$ cat config.mk
export PLATFORM = sky130hd
export DESIGN_NAME = autotype_sequencer_flat
export DESIGN_NICKNAME = d
export VERILOG_FILES = /design/src/rtl/autotype_pkg.sv /design/src/rtl/autotype_sequencer_if.sv /design/src/rtl/phase_timer.sv /design/src/rtl/autotype_sequencer.sv /design/src/flat_wrapper.sv
export SDC_FILE = /design/constraint.sdc
export NUM_CORES = 1
export LEC_CHECK = 0
export ABC_AREA = 0
export BUFFER_PORTS_ARGS = -buffer_cell sky130_fd_sc_hd__clkbuf_2
export CAP_MARGIN = 0
export CORE_UTILIZATION = 51
export CTS_BUF_LIST = sky130_fd_sc_hd__clkbuf_2
export DETAILED_ROUTE_END_ITERATION = 6
export GPL_TIMING_DRIVEN = 0
export HOLD_SLACK_MARGIN = 0.05
export PLACE_DENSITY_LB_ADDON = 0.1
export SETUP_SLACK_MARGIN = 0.1
export SLEW_MARGIN = 25
export SYNTH_ARGS = -nofsm -noshare
export SYNTH_HDL_FRONTEND = slang
export SYNTH_HIERARCHICAL = 1
export SYNTH_SLANG_ARGS = --single-unit
$ cat constraint.sdc
create_clock -name clk -period 4.22 [get_ports clk]
set_input_delay 0.633 -clock clk [delete_from_list [all_inputs] [get_ports clk]]
set_output_delay 0.633 -clock clk [all_outputs]
set_load 0.005 [all_outputs]
$ cat src/rtl/autotype_pkg.sv
// Shared types and constants for the autotype sequencer: FSM state encoding,
// onboard key bit positions and the helper that builds the default key list.
package autotype_pkg;

  typedef enum logic [2:0] {
    IDLE,
    RST_PULSE,
    SETTLE,
    PRESS,
    RELEASE,
    DONE
  } state_t;

  localparam int KEY_ENTER = 0;
  localparam int KEY_B     = 1;
  localparam int KEY_C     = 2;

  // One-hot mask for a single onboard key in the default 4-bit key vector.
  function automatic logic [3:0] key_mask(input int bit_idx);
    logic [3:0] m;
    m = '0;
    m[bit_idx] = 1'b1;
    return m;
  endfunction

  // Packs six 4-bit entries so that e0 is replayed first (lowest bits).
  function automatic logic [23:0] build_seq6(input logic [3:0] e0, input logic [3:0] e1,
                                             input logic [3:0] e2, input logic [3:0] e3,
                                             input logic [3:0] e4, input logic [3:0] e5);
    return {e5, e4, e3, e2, e1, e0};
  endfunction

  // b, c, enter, enter, pause, enter
  localparam logic [23:0] DEFAULT_SEQ = build_seq6(key_mask(KEY_B), key_mask(KEY_C),
                                                   key_mask(KEY_ENTER), key_mask(KEY_ENTER),
                                                   4'h0, key_mask(KEY_ENTER));

  function automatic int max3(input int a, input int b, input int c);
    int m;
    m = a;
    if (b > m) m = b;
    if (c > m) m = c;
    return m;
  endfunction

endpackage

$ cat src/rtl/autotype_sequencer_if.sv
// Control/status bundle between a board top-level and the autotype sequencer.
// start and abort are single-cycle requests sampled on the rising clock edge;
// there is no back-pressure: start is taken only when the sequencer is not busy
// and is otherwise dropped, abort is honoured only while busy. All status
// outputs (sys_reset_n, keys, busy, done) are registered levels.
interface autotype_sequencer_if #(
  parameter int N_KEYS = 4
);
  logic              start;
  logic              abort;
  logic              sys_reset_n;
  logic [N_KEYS-1:0] keys;
  logic              busy;
  logic              done;

  modport master (
    output start, abort,
    input  sys_reset_n, keys, busy, done
  );

  modport slave (
    input  start, abort,
    output sys_reset_n, keys, busy, done
  );
endinterface

$ cat src/rtl/phase_timer.sv
// Down-counter used to time each sequencer phase. Load with N-1 on phase
// entry; expired is high while the count reads zero, and the counter holds
// at zero instead of wrapping.
module phase_timer #(
  parameter int W = 8
) (
  input  logic         clk,
  input  logic         load,
  input  logic [W-1:0] load_value,
  output logic [W-1:0] value,
  output logic         expired
);

  logic [W-1:0] cnt;

  // Load has priority; otherwise count down and park at zero.
  always_ff @(posedge clk) begin
    if (load) begin
      cnt <= load_value;
    end else if (cnt != '0) begin
      cnt <= cnt - 1'b1;
    end
  end

  assign value   = cnt;
  assign expired = (cnt == '0);

endmodule

$ cat src/rtl/autotype_sequencer.sv
// Pulses the computer core reset, then replays a list of synthetic key
// presses with programmable hold/gap timing. Used on boards without buttons.
module autotype_sequencer
  import autotype_pkg::*;
#(
  parameter int                        N_KEYS       = 4,
  parameter int                        SEQ_LEN      = 6,
  parameter logic [SEQ_LEN*N_KEYS-1:0] SEQ          = DEFAULT_SEQ,
  parameter int                        RESET_CYCLES = 8388608,
  parameter int                        HOLD_CYCLES  = 8388608,
  parameter int                        GAP_CYCLES   = 8388608,
  parameter bit                        AUTO_START   = 1'b1
) (
  input  logic                 clk,
  input  logic                 reset,
  autotype_sequencer_if.slave  bus,
  output state_t               dbg_state
);

  localparam int MAX_CYC = max3(RESET_CYCLES, HOLD_CYCLES, GAP_CYCLES);
  localparam int TW      = $clog2(MAX_CYC + 1);
  localparam int IW      = (SEQ_LEN > 1) ? $clog2(SEQ_LEN) : 1;

  localparam logic [TW-1:0] RST_LOAD  = TW'(RESET_CYCLES - 1);
  localparam logic [TW-1:0] HOLD_LOAD = TW'(HOLD_CYCLES - 1);
  localparam logic [TW-1:0] GAP_LOAD  = TW'(GAP_CYCLES - 1);
  // The cycle in which reset is released is not yet part of the pulse, so
  // the power-up path counts one extra cycle before the pulse ends.
  localparam logic [TW-1:0] PWRUP_LOAD = TW'(RESET_CYCLES);
  localparam logic [IW-1:0] LAST_IDX   = IW'(SEQ_LEN - 1);

  if (N_KEYS < 1 || SEQ_LEN < 1 || RESET_CYCLES < 1 || HOLD_CYCLES < 1 ||
      GAP_CYCLES < 1) begin : g_bad_param
    $error("autotype_sequencer: all size/timing parameters must be >= 1");
  end

  state_t            state, nstate;
  logic [IW-1:0]     idx, nidx;
  logic              tmr_load;
  logic [TW-1:0]     tmr_val;
  logic [TW-1:0]     tmr_value;
  logic              tmr_expired;
  logic [N_KEYS-1:0] next_entry;

  logic              sys_reset_n_q;
  logic [N_KEYS-1:0] keys_q;
  logic              busy_q;
  logic              done_q;

  phase_timer #(.W(TW)) u_timer (
    .clk        (clk),
    .load       (tmr_load),
    .load_value (tmr_val),
    .value      (tmr_value),
    .expired    (tmr_expired)
  );

  assign next_entry = SEQ[int'(nidx) * N_KEYS +: N_KEYS];

  // Next-state, entry index and phase-timer reload decisions.
  always_comb begin
    nstate   = state;
    nidx     = idx;
    tmr_load = 1'b0;
    tmr_val  = '0;
    if (reset) begin
      nstate   = AUTO_START ? RST_PULSE : IDLE;
      nidx     = '0;
      tmr_load = 1'b1;
      tmr_val  = PWRUP_LOAD;
    end else begin
      unique case (state)
        IDLE, DONE: begin
          if (bus.start) begin
            nstate   = RST_PULSE;
            nidx     = '0;
            tmr_load = 1'b1;
            tmr_val  = RST_LOAD;
          end
        end
        RST_PULSE: begin
          if (bus.abort) begin
            nstate = DONE;
          end else if (tmr_expired) begin
            nstate   = SETTLE;
            tmr_load = 1'b1;
            tmr_val  = GAP_LOAD;
          end
        end
        SETTLE: begin
          if (bus.abort) begin
            nstate = DONE;
          end else if (tmr_expired) begin
            nstate   = PRESS;
            nidx     = '0;
            tmr_load = 1'b1;
            tmr_val  = HOLD_LOAD;
          end
        end
        PRESS: begin
          if (bus.abort) begin
            nstate = DONE;
          end else if (tmr_expired) begin
            nstate   = RELEASE;
            tmr_load = 1'b1;
            tmr_val  = GAP_LOAD;
          end
        end
        RELEASE: begin
          if (bus.abort) begin
            nstate = DONE;
          end else if (tmr_expired) begin
            if (idx == LAST_IDX) begin
              nstate = DONE;
            end else begin
              nstate   = PRESS;
              nidx     = idx + 1'b1;
              tmr_load = 1'b1;
              tmr_val  = HOLD_LOAD;
            end
          end
        end
        default: begin
          nstate = IDLE;
        end
      endcase
    end
  end

  // State register with outputs registered from the state being entered.
  always_ff @(posedge clk) begin
    state <= nstate;
    idx   <= nidx;
    if (reset) begin
      sys_reset_n_q <= 1'b1;
      keys_q        <= '0;
      busy_q        <= 1'b0;
      done_q        <= 1'b0;
    end else begin
      sys_reset_n_q <= (nstate != RST_PULSE);
      keys_q        <= (nstate == PRESS) ? next_entry : '0;
      busy_q        <= (nstate == RST_PULSE) || (nstate == SETTLE) ||
                       (nstate == PRESS) || (nstate == RELEASE);
      done_q        <= (nstate == DONE);
    end
  end

  assign bus.sys_reset_n = sys_reset_n_q;
  assign bus.keys        = keys_q;
  assign bus.busy        = busy_q;
  assign bus.done        = done_q;
  assign dbg_state       = state;

endmodule
$ cat src/flat_wrapper.sv
// flat-port wrapper written by rule: the top's interface ports become plain ports
module autotype_sequencer_flat import autotype_pkg::*;
#(
  parameter int                        N_KEYS       = 4,
  parameter int                        SEQ_LEN      = 6,
  parameter logic [SEQ_LEN*N_KEYS-1:0] SEQ          = DEFAULT_SEQ,
  parameter int                        RESET_CYCLES = 8388608,
  parameter int                        HOLD_CYCLES  = 8388608,
  parameter int                        GAP_CYCLES   = 8388608,
  parameter bit                        AUTO_START   = 1'b1
)
  (clk, reset, dbg_state, bus_start, bus_abort, bus_sys_reset_n, bus_keys, bus_busy, bus_done);
  autotype_sequencer_if #(.N_KEYS(N_KEYS)) bus_i ();
  input  logic clk;
  input  logic reset;
  output state_t dbg_state;
  input wire logic [$bits(bus_i.start)-1:0] bus_start;
  input wire logic [$bits(bus_i.abort)-1:0] bus_abort;
  output wire logic [$bits(bus_i.sys_reset_n)-1:0] bus_sys_reset_n;
  output wire logic [$bits(bus_i.keys)-1:0] bus_keys;
  output wire logic [$bits(bus_i.busy)-1:0] bus_busy;
  output wire logic [$bits(bus_i.done)-1:0] bus_done;
  assign bus_i.start = bus_start;
  assign bus_i.abort = bus_abort;
  assign bus_sys_reset_n = bus_i.sys_reset_n;
  assign bus_keys = bus_i.keys;
  assign bus_busy = bus_i.busy;
  assign bus_done = bus_i.done;
  autotype_sequencer #(.N_KEYS(N_KEYS), .SEQ_LEN(SEQ_LEN), .SEQ(SEQ), .RESET_CYCLES(RESET_CYCLES), .HOLD_CYCLES(HOLD_CYCLES), .GAP_CYCLES(GAP_CYCLES), .AUTO_START(AUTO_START)) u_core (.clk(clk), .reset(reset), .bus(bus_i), .dbg_state(dbg_state));
endmodule
# == Word level (Yosys, flattened, before mapping) ==
# Index checks and enable logic that the tools add are counted.
# classes
eq_ne,12
n_bitwise,1
muxes,38
n_addsub,2
n_reduce_logical,10
shift,1
# op_table
op,count
two-way mux 24 bit,6
case mux 24 bit (3 select lines),1
two-way mux 23 bit,3
two-way mux 3 bit,18
zero test 24 bit,1
nonzero test 24 bit,1
"indexed part select 24 x 6 -> 4 bit, first input constant",1
"subtractor 24 x 1 -> 24 bit, second input constant",1
"== test 3 bit, second input constant",5
case mux 3 bit (5 select lines),1
"== test 3 x 2 -> 1 bit, second input constant",4
case mux 3 bit (3 select lines),1
two-way mux 1 bit,7
"== test 3 x 1 -> 1 bit, second input constant",2
OR reduction 2 bit,2
"adder 3 x 1 -> 3 bit, second input constant",1
zero test 3 bit,1
logical OR 1 bit,3
"!= test 3 x 1 -> 1 bit, second input constant",1
case mux 1 bit (3 select lines),1
OR reduction 3 bit,1
nonzero test 2 bit,1
NOT 1 bit,1
# word_totals
out_inout_bits,10
regBits,37

# == Depth between registers and ports, before layout ==
# depth
ltp_word,10
mapped_depth,15

# == By module ==
# The synthesis kept the hierarchy.
# modules_own_cells
mod,cells_per_inst,instances,area_per_inst_um2
phase_timer,153,1,1514.0
autotype_sequencer,87,1,757.0

# == Worst setup path after synthesis ==
# Ideal clock, no wire load.
# synth_path
path_type,flip-flop to flip-flop
startpoint,"register u_core.u_timer.cnt[16], in the netlist u_core/u_timer/value[16]"
endpoint,"register u_core.u_timer.cnt[0], in the netlist u_core/u_timer/value[0], enable pin"
setup_slack_ns,0.368
synth_period_minus_slack_ns,3.852
setup_time_ns,0.381
path_stages_with_launch,13
arrival_time_ns,3.471
cell_sequence,edfxtp_1 -> or4_4 -> or2_1 -> buf_6 -> nor3_1 -> nand2b_1 -> o311ai_1 -> o21ai_0 -> o22a_1 -> nand2b_1 -> inv_1 -> clkbuf_1 -> nand2_1
# synth_via
elab_chain_cells,6
word_cells_on_any_way,9
cone_classes,mux (6); reduce/logical (3)
# synth_lines
item,line_no,rtl
"start, declared",phase_timer.sv:14,logic [W-1:0] cnt;
"start signal, assigned",phase_timer.sv:19,cnt <= load_value;
"start signal, assigned",phase_timer.sv:21,cnt <= cnt - 1'b1;
zero test 24 bit (*),phase_timer.sv:26,assign expired = (cnt == '0);
via u_core.tmr_expired,autotype_sequencer.sv:42,logic tmr_expired;
"two-way mux 1 bit, on equally long branches",-,
"two-way mux 1 bit, on equally long branches","autotype_sequencer.sv:110, autotype_sequencer.sv:82",
case mux 1 bit (3 select lines) (*),autotype_sequencer.sv:72,unique case (state)
two-way mux 1 bit (*),autotype_sequencer.sv:66,if (reset) begin
via u_core.tmr_load,autotype_sequencer.sv:39,logic tmr_load;
nonzero test 2 bit (no line) (*),-,
# Mark *: on every way through the listed nets, which the timed path passes. The rest lies on a longest branch.
# A chain may end at the register's enable or synchronous reset.

# == Worst setup path after layout ==
# layout_path
startpoint,"register u_core.u_timer.cnt[16], in the netlist u_core/u_timer/value[16]"
endpoint,"register u_core.u_timer.cnt[13], in the netlist u_core/u_timer/value[13] (data pin)"
# layout_via
elab_chain_cells,6
word_cells_on_any_way,14
cone_classes,mux (13); reduce/logical (1)
# layout_lines
item,line_no,rtl
zero test 24 bit (*),phase_timer.sv:26,
via u_core.tmr_expired,autotype_sequencer.sv:42,
"two-way mux 1 bit, on equally long branches",-,
"two-way mux 1 bit, on equally long branches","autotype_sequencer.sv:110, autotype_sequencer.sv:82",
case mux 1 bit (3 select lines) (*),autotype_sequencer.sv:72,
two-way mux 1 bit (*),autotype_sequencer.sv:66,
via u_core.tmr_load,autotype_sequencer.sv:39,
two-way mux 24 bit (*),phase_timer.sv:18,if (load) begin
# Marked as above.

==> impl_metrics.ini <==
[floorplanning]
initial_core_util_pct = 54.8
die_h_um = 68.7
fp.dieW_um = 68.7
pin_count = 14
dieArea_sq_um = 4720
coreArea_sq_um = 4140
rows = 23

[detailed_routing]
wl_per_cell_um = 14.6
drtAntennaViolNets = 0
first_iter_violations = 95
dr_total_vias = 1832
routed_wl_mm = 4.60
avgViaCountPerCell = 5.83
drc_errors = 0
first_pass_iters = 4

[synth]
synthTopCellsByArea = edfxtp_1 (32%), dfxtp_1 (11%), nand2_1 (4.8%), o21ai_0 (4.6%), xor2_1 (2.7%)
ys_seq_area_share_pct = 42.3
synth_compound_area_share_pct = 17.6
syn_inst = 240
synth_top_area_share_pct = 31.7
ys_top_cells_by_count = nand2_1 (29), edfxtp_1 (24), o21ai_0 (21)
synthSimpleGateAreaFrac_pct = 27.7
ys_async_sr_fraction_pct = 0
synth_top_cell_by_area = edfxtp_1
synthMuxAreaShare_pct = 2.20
ys_seq_elements = 36
yosys_warnings = 6
synthXorXnorAreaFrac_pct = 4.24
yosys.cell_count.top_type = nand2_1
synth_edf_count = 24
syn_area_sq_um = 2270
syn_area_per_cell_sq_um = 9.46
synth_top_family_by_area = simple AND/OR/NAND/NOR gates
synthAdderAreaFrac_pct = 2.20
ys_types = 59
syn_nets = 248
yosys_most_used_dff = edfxtp_1

[critical_path]
startpoint_type = register
crit_arrival_ns = 3.81
worstPathRequired_ns = 4.38
cp-end-kind = register
worstSetupPathType = register to register
cp_max_fo = 10

[timing]
timing.final.ws_setup_ns = 0.571
slew_violations = 0
clock.fmax_mhz = 274
finClkSkew_ns = 0.0242
slew_headroom_pct = 49.0
hold_violations = 0
setup_viol_count_final = 0
tightest_slew_ns = 0.758
min_period_over_period_pct = 86.5
rsz0062_at_grt = no
fin_crit_ns = 3.65

[clocking]
cts_tree = built
clkTransAtPathRegs_ns = 0.19
clock-sinks = 36
cts_max_path_buffers = 2
cts_hold_buf = 0
htreeDepth = 2
clock_tree.root_cell = clkbuf_2
cts_buffers = 5
clock_latency_ns = 0.40

[outcome]
status = complete, no violations

[place]
gp_congestion = 0.772
place_area_sq_um = 2410
dpl_worst_slack_ns = -0.469
place_inst = 303
dp_hpwl_mm = 3.19
io_buffers = 12

[power]
ir_drop_v = 0.000188
total_power_uw = 1120
powerDensity_nw_per_um2 = 444
leakage_uw = 0.000949

[global_route]
grt_antenna_before_repair = 0
grt_start_max_net_pins = 25
grt_overflow_total = 0
grt_pass1_wl_mm = 7.56
grt_pass1_vias = 1624
globalRouteMet3Util_pct = 4.93
grt_use_met1_pct = 26.9
track_usage_pct = 21.8
use_met2_pct = 37.7
grt.busiest_layer = met2

[final_layout]
area_growth_pct = 11.4
drive_above_1_share_pct = 20.5
fin_area_sq_um = 2530
diodes = 0
finalNonFillerCells = 314
nNetsFinal = 271

[flow_run]
drv_cap = 0

[hold_path]
hp-class = input port to register
## through the flow
stage | hold slack, ns | TNS, ns | util, %
after floorplan | 0.516 | 0 | -
after global placement | 0.537 | -15.90 | 57.8
after detailed placement | 0.550 | -11.77 | 58.2
after CTS | 0.539 | 0 | 59.9
after global routing | 0.545 | 0 | 61.0
final | 0.559 | 0 | 61.0
## per-layer routing
layer | routed length (um) | vias to the layer above
met5 | 0 | -
met2 | 2210 | 32
met1 | 2140 | 854
met3 | 198 | 5
met4 | 53 | 0
li1 | - | 941
## cell families (layout without fill, tap and decap cells)
group / after synthesis / count (layout)
compound gates: 60 / 60
flops: 36 / 36
buf+inv: 17 / 41
xor+xnor: 11 / 11
fa+ha+maj: 4 / 4
simple gates: 106 / 106
mux: 5 / 5
other cells: 1 / 1
## final timing paths
check,end,from,cells after the start,slack (ns)
worst max register to register,u_core/u_timer/value[13]$_DFFE_PP_,u_core/u_timer/value[16]$_DFFE_PP_,12,0.57
worst max-delay path,u_core/u_timer/value[13]$_DFFE_PP_,u_core/u_timer/value[16]$_DFFE_PP_,12,0.57
worst min-delay path,u_core/dbg_state[1]$_DFF_P_,bus_abort,2,0.56
worst min register to register,u_core/idx[1]$_DFF_P_,u_core/idx[1]$_DFF_P_,2,0.58
## cells in the final DEF, fill, tap and decap left out, types with 4 or more instances in the layout
| cell | Yosys | routed |
|---|---|---|
| o21ai_0 | 21 | 21 |
| buf_4 | 2 | 5 |
| edfxtp_1 | 24 | 24 |
| nand2_1 | 29 | 28 |
| a31oi_1 | 6 | 6 |
| nor4_1 | 5 | 5 |
| a21oi_1 | 8 | 8 |
| clkbuf_2 | 0 | 20 |
| inv_1 | 5 | 5 |
| nor2b_1 | 9 | 9 |
| nand2b_1 | 4 | 4 |
| or3_1 | 5 | 5 |
| xor2_1 | 7 | 7 |
| o31ai_1 | 4 | 4 |
| xnor2_1 | 4 | 4 |
| dfxtp_1 | 12 | 12 |
| nor3_1 | 5 | 4 |
| a21o_1 | 4 | 4 |
| nand3_1 | 6 | 6 |
| clkbuf_1 | 6 | 4 |
| mux2i_1 | 5 | 5 |
| ha_1 | 4 | 4 |
| or4_1 | 6 | 6 |
| nor2_1 | 16 | 15 |
## final cells by class
cell class / count / area, sq um
Timing Repair Buffer: 16 / 97.6
Clock inverter: 2 / 35.0
Buffer: 12 / 65.1
Inverter: 5 / 18.8
Sequential cell: 36 / 961
Tap cell: 50 / 62.6
Fill cell: 381 / 1620
Clock buffer: 6 / 30.0
Multi-Input combinational cell: 187 / 1260
## where the power goes
group | internal [uW] | leakage [uW] | switching [uW]
clock | 102 | 0.0000430 | 120
combinational | 161 | 0.000529 | 198
sequential | 463 | 0.000377 | 79.5
## sequential cells by signal, indices dropped and copies added, names as in the netlist
signal / flops
u_core/bus.sys_reset_n: 1
u_core/bus.busy: 1
u_core/bus.done: 1
u_core/u_timer/value: 24
u_core/dbg_state: 3
u_core/idx: 3
u_core/bus.keys: 3
## timing repair
item	in CTS	in global routing
setup endpoints to repair	41	42
cloned	0	0
buffers inserted	0	3
resized for setup	2	7
## critical path, cell delays in order, from the launching register on
cell      delay [ns]
edfxtp_1        0.48
or4_4           0.54
or2_1           0.23
buf_6           0.14
nor3_4          0.28
buf_4           0.18
nor2b_2         0.24
o21ai_0         0.12
o22a_1          0.22
nand2b_1        0.18
clkbuf_2        0.27
clkbuf_1        0.38
o21ai_0         0.16
Power figures use the tool's default switching activity.
